[config.mk]
export PLATFORM = sky130hd
export DESIGN_NAME = bit_reverse_buffer
export DESIGN_NICKNAME = d
export VERILOG_FILES = /design/src/rtl/bit_reverse_buffer.sv
export SDC_FILE = /design/constraint.sdc
export NUM_CORES = 2
export LEC_CHECK = 0
export ABC_CLOCK_PERIOD_IN_PS = 7620
export CAP_MARGIN = 0
export CORE_MARGIN = 2
export CORE_UTILIZATION = 45
export DETAILED_ROUTE_END_ITERATION = 8
export PLACE_DENSITY = 0.63
export SETUP_SLACK_MARGIN = 0.5
export SLEW_MARGIN = 0
export SYNTH_ARGS = -nofsm -noshare
export SYNTH_HDL_FRONTEND = slang
export SYNTH_SLANG_ARGS = --single-unit
export TNS_END_PERCENT = 20
[constraint.sdc]
create_clock -name clk -period 7.62 [get_ports clk]
set_input_delay 2.286 -clock clk [delete_from_list [all_inputs] [get_ports clk]]
set_output_delay 2.286 -clock clk [all_outputs]
set_load 0.01 [all_outputs]
[src/rtl/bit_reverse_buffer.sv]
// Ping-pong reorder buffer: bit-reversed FFT output stream in,
// natural-order stream out, one complex sample per cycle.
module bit_reverse_buffer #(
  parameter int WIDTH = 16,
  parameter int LOG2N = 5
) (
  input  logic                    clk,
  input  logic                    rst,
  input  logic                    valid_i,
  input  logic signed [WIDTH-1:0] data_in_r,
  input  logic signed [WIDTH-1:0] data_in_i,
  output logic                    valid_o,
  output logic signed [WIDTH-1:0] data_out_r,
  output logic signed [WIDTH-1:0] data_out_i,
  output logic                    busy
);

  localparam int N = 1 << LOG2N;
  localparam logic [LOG2N-1:0] LAST = LOG2N'(N - 1);

  typedef enum logic {
    IDLE,
    READ
  } state_t;

  function automatic logic [LOG2N-1:0] bitrev(
    input logic [LOG2N-1:0] a
  );
    logic [LOG2N-1:0] r;
    for (int b = 0; b < LOG2N; b++) begin
      r[b] = a[LOG2N-1-b];
    end
    return r;
  endfunction

  logic [2*WIDTH-1:0] mem [2][N];

  state_t           state_q, state_d;
  logic [LOG2N-1:0] wcnt_q, wcnt_d;
  logic             wbank_q, wbank_d;
  logic [LOG2N-1:0] rcnt_q, rcnt_d;
  logic             rbank_q, rbank_d;
  logic             pend_q, pend_d;
  logic             vld_d;
  logic [WIDTH-1:0] dr_d, di_d;
  logic             busy_d;
  logic             req;
  logic [2*WIDTH-1:0] rd;

  // Bank storage is deliberately not reset.
  always_ff @(posedge clk) begin
    if (valid_i) begin
      mem[wbank_q][bitrev(wcnt_q)] <= {data_in_r, data_in_i};
    end
  end

  assign req = valid_i && (wcnt_q == LAST);
  assign rd  = mem[rbank_q][rcnt_q];

  always_comb begin
    wcnt_d  = wcnt_q;
    wbank_d = wbank_q;
    state_d = state_q;
    rcnt_d  = rcnt_q;
    rbank_d = rbank_q;
    pend_d  = pend_q;
    vld_d   = 1'b0;
    dr_d    = '0;
    di_d    = '0;

    if (valid_i) begin
      wcnt_d = wcnt_q + 1'b1;
    end
    if (req) begin
      wbank_d = ~wbank_q;
    end

    unique case (state_q)
      IDLE: begin
        if (req) begin
          state_d = READ;
          rbank_d = wbank_q;
          rcnt_d  = '0;
        end
      end
      READ: begin
        vld_d  = 1'b1;
        dr_d   = rd[2*WIDTH-1:WIDTH];
        di_d   = rd[WIDTH-1:0];
        rcnt_d = rcnt_q + 1'b1;
        if (rcnt_q == LAST) begin
          // Chain straight onto the other bank if it is full.
          if (pend_q) begin
            rbank_d = ~rbank_q;
            rcnt_d  = '0;
            pend_d  = req;
          end else if (req) begin
            rbank_d = wbank_q;
            rcnt_d  = '0;
          end else begin
            state_d = IDLE;
          end
        end else if (req) begin
          pend_d = 1'b1;
        end
      end
      default: state_d = IDLE;
    endcase

    busy_d = (wcnt_d != '0) || (state_d == READ) || pend_d;
  end

  always_ff @(posedge clk or negedge rst) begin
    if (!rst) begin
      state_q    <= IDLE;
      wcnt_q     <= '0;
      wbank_q    <= 1'b0;
      rcnt_q     <= '0;
      rbank_q    <= 1'b0;
      pend_q     <= 1'b0;
      valid_o    <= 1'b0;
      data_out_r <= '0;
      data_out_i <= '0;
      busy       <= 1'b0;
    end else begin
      state_q    <= state_d;
      wcnt_q     <= wcnt_d;
      wbank_q    <= wbank_d;
      rcnt_q     <= rcnt_d;
      rbank_q    <= rbank_d;
      pend_q     <= pend_d;
      valid_o    <= vld_d;
      data_out_r <= dr_d;
      data_out_i <= di_d;
      busy       <= busy_d;
    end
  end

endmodule

; Yosys cells after proc, flatten, opt, wreduce, memory -nomap -nowiden
; Memory sizes are Yosys's and may differ from the RTL's.
; Cells that the tools add are included.
[word_totals]
mem_count = 1
elab_cells = 58
ramBits = 2048
output_inout_bits = 34
register_bits = 48
[memory_table]
columns = name, words, word_bits, read_ports, rd_clocked_by_memory_dff, write_ports, line_no
row1 = mem, 2, 1024, 1, 0, 1, 36  ; logic [2*WIDTH-1:0] mem [2][N];
[op_classes]
reduce_logical = 5
add_sub_neg = 2
order_cmp = 3
eq_ne = 4
n_mux = 28
n_bitwise = 5
[ops]
columns = cell, n
row1 = $mux 1024, 1
row2 = $bmux 32 s5, 1
row3 = $demux 32 s5, 1
row4 = $mux 32, 3
row5 = $mux 16, 2
row6 = $mux 5, 5
row7 = $ge 6x6->1 const B, 2
row8 = $mux 1, 12
row9 = $not 5->6, 2
row10 = $add 5x1->5 const B, 2
row11 = $eq 5x5->1 const B, 2
row12 = $pmux 5 s2, 1
row13 = $lt 6x1->1 const B, 1
row14 = $reduce_bool 5->1, 1
row15 = $pmux 1 s2, 2
row16 = $not 1->1, 3
row17 = $logic_and 1x1->1, 2
row18 = $logic_or 1x1->1, 2
row19 = $ne 2x1->1 const B, 1
row20 = $ne 2x2->1 const B, 1

; Longest topological paths before layout
[logic_depth]
ltp_word = 8
mapped_depth = 11
depth_no_buf = 7

; Worst setup path before layout
; OpenSTA, ideal clock, no wires.
[synth_path]
path_kind = input-to-reg
startpoint = input port valid_i
endpoint = memory mem[1][256] (netlist name), enable pin
cell_stages = 4
setup_slack_ns = 2.684
setup_time_ns = 0.421
arrival_time_ns = 4.515
cell_sequence = clkbuf_1 > clkbuf_1 > nand4_1 > nor2_1
[synth_between]
elab_chain_len = 2
[synth_rtl]
columns = item, line_no
row1 = from (decl), 9  ; input logic valid_i,
row2 = $mux 1, 52  ; if (valid_i) begin
row3 = $mux 1024 (implied by the code), 53  ; mem[wbank_q][bitrev(wcnt_q)] <= {data_in_r, data_in_i};
row4 = to (decl), 36
; Every way passes these cells.

; Final worst setup path
[layout_path]
startpoint = input port valid_i
endpoint = memory mem[0][739] (netlist name), enable pin
; The elaborated chain is that of the path after synthesis.

==> impl_metrics.csv <==
group,metric,value,unit
placed_design,io_buffers,68,
clocking,clkTransAtPathRegs,0.06,ns
global_route,grt_max_degree,104,
placed_design,hpwl,122,mm
floorplan,die_h,427,µm
drt,wirelength,210,mm
drt,first_iter_violations,5614,
placed_design,place_inst,5807,
floorplan,num_rows,155,
layout,most-common-layout-cells,"edfxtp_1 (2048), mux4_2 (548), clkbuf_16 (208)",
critical_path,crit_chain,"clkdlybuf4s50_1 > nor2b_1 > nand2_1 > buf_4 > nor2_4",
layout,nets,3704,
critical_path,cp_num_buf_inv,2,
synth,syn_area_per_cell,23.2,µm²
critical_path,crit_start,"valid_i",
power,power-per-cell-area,356,nW/µm²
critical_path,path_delay_family,"simple AND/OR/NAND/NOR gates",
power,power,32.2,mW
critical_path,cp_slowest_cell,"nor2_4",
drt,vias,37600,
critical_path,crit_required,8.06,ns
clocking,clock-sinks,2096,
clocking,post_cts_buffers,0,
clocking,cts_tree,"yes",
clocking,cts_resized,0,
synth,ys_seq_area_share,78.0,%
synth,syn-cell-area,80400,µm²
layout,area.growth.synth_to_final,12.9,%
global_route,grt_use_total,23.3,%
timing,skew,0.0491,ns
timing,finalSetupViolations,0,
critical_path,cp-end-kind,"register",
timing,setup_tns,0,ns
drt,detail_route.wl_per_cell,33.9,µm
timing,max_clock_freq,206,MHz
power,power.leakage,28.2,nW
synth,yosys.area.top_type,"edfxtp_1",
hold_path,hp-class,"register to register",
global_route,grt_overflow,0,
drt,drt_first_pass_iters,6,
clocking,root_buffer,"clkbuf_16",
floorplan,coreArea,178000,µm²
critical_path,start_kind,"input port",
drt,drc_errors,0,
synth,synth_cells,3461,
clocking,cts_hold_buf,0,
clocking,cts_max_level,4,
synth,synth-edff-count,2048,
synth,synth.area.top_cells,"edfxtp_1 (77%), mux4_2 (15%), mux2i_1 (1.7%), dfrtp_1 (1.5%), buf_4 (0.58%)",
drt,drtAntennaViolNets,0,
drt,via_per_inst,6.07,
synth,ys_warn_count,0,
placed_design,place_congestion,0.885,
synth,ys_seq_elements,2096,
synth,synth_top_area_share,76.5,%
critical_path,cpPeakStageDelay,0.95,ns
timing,fin_crit_sh,63.7,%
global_route,grt_first_pass_wirelength,295,mm
layout,num-fill-cells,13900,
hold_path,min-delay-start,"wcnt_q[0]",
timing,holdWs,0.617,ns
timing,rsz0062_at_grt,"false",
global_route,antenna_found_initial,17,
timing,slew_violations,0,
job,max-cap-violations,0,
clocking,clkLatencyLatePin,0.84,ns
timing,slew_headroom,9.19,%
global_route,grt_pass1_vias,37200,
clocking,cts_buffers,206,
timing,worst_slew_pin_slew,1.36,ns
clocking,max-clock-path-buffers,3,
timing,min_period,4.85,ns
critical_path,critPathKind,"input port to register",
power,peakVddDrop,0.277,mV
synth,synth_async_sr_flop_share,2.29,%
synth,ys.flop_type,"edfxtp_1",
layout,final_cells,6194,
timing,final-hold-violation-count,0,
critical_path,arrival,5.29,ns
floorplan,initial_utilization,45.1,%
layout,mostFrequentLayoutCell,"edfxtp_1",
status,status,"finished, final reports clean",
synth,synth_fp_nets,3505,
layout,layout-drive-gt1-share,27.8,%
critical_path,crit_fanout,32,
critical_path,rr_startpoint,"rbank_q",
synth,ys_types,59,
floorplan,die_area,182000,µm²
floorplan,ios,69,
floorplan,die_w,427,µm
-- flip-flops by register name, summed over array words and instances, names as in the netlist --
name        flops
wbank_q         1
data_out_r     16
valid_o         1
busy            1
rbank_q         1
pend_q          1
mem          2048
state_q         1
data_out_i     16
wcnt_q          5
rcnt_q          5
-- where the power goes --
group	switching [mW]	total [mW]	internal, mW
sequential	0.355	13.5	13.2
clock	4.34	9.86	5.51
combinational	5.27	8.87	3.60
-- metal layers --
layer | track usage, % | up-vias | wire [µm]
li1 | - | 15100 | -
met1 | 33.1 | 20200 | 82500
met2 | 35.9 | 1929 | 99500
met3 | 4.68 | 314 | 19500
met4 | 8.50 | 0 | 8210
met5 | 0 | - | 0
-- synth_stat cells, drive strengths merged, types with 12 or more instances --
cell,instances
nand2,109
a22oi,17
o221ai,12
nor2,102
clkbuf,37
mux2i,138
nor2b,12
mux2,25
o22ai,13
nor3,18
a31oi,13
buf,140
nand3,27
o21ai,32
edfxtp,2048
mux4,548
dfrtp,48
a21oi,21
-- through the flow --
step                      setup slack (ns)  util (%)  instance area [µm²]
final                                 2.77      51.0                90700
after global routing                  2.66      50.9                90700
after CTS                             2.85      50.9                90700
after detailed placement              1.95      47.3                84200
after global placement                2.06      47.3                84200
after floorplan                       2.68         -                80400
-- cells by family (layout without fill, tap and decap cells) --
logic type	count (synthesis)	count (layout)	synth area share [%]
AO/OA/AOI/OAI	156	156	1.33
XOR/XNOR	5	5	0.0545
flip-flops	2096	2096	78.0
buffers and inverters	187	563	1.42
AND/OR/NAND/NOR	297	297	1.61
other	0	2	0
adder cells (fa/ha/maj)	9	9	0.140
multiplexers	711	711	17.4
-- layout make-up --
type	count	area, µm²	share of cell area [%]
Sequential cell	2096	62700	69.1
Multi-Input combinational cell	1178	17000	18.8
Timing Repair Buffer	168	1440	1.59
Inverter	10	40.0	0.0441
Tap cell	2355	2950	3.25
Clock buffer	263	5480	6.04
Clock inverter	122	1060	1.17
Antenna cell	2	5.00	0.00552
-- final timing paths --
kind / endpoint / slack [ns] / depth (start not counted)
max: mem[0][739] / 2.77 / 5
min: wcnt_q[0] / 0.62 / 1
max reg2reg: data_out_r[12] / 3.57 / 7
min reg2reg: wcnt_q[0] / 0.62 / 1
max in group asynchronous: rbank_q / 5.15 / 2
min in group asynchronous: data_out_i[0] / 1.68 / 2
No activity file was read; power rests on OpenSTA's default activity.
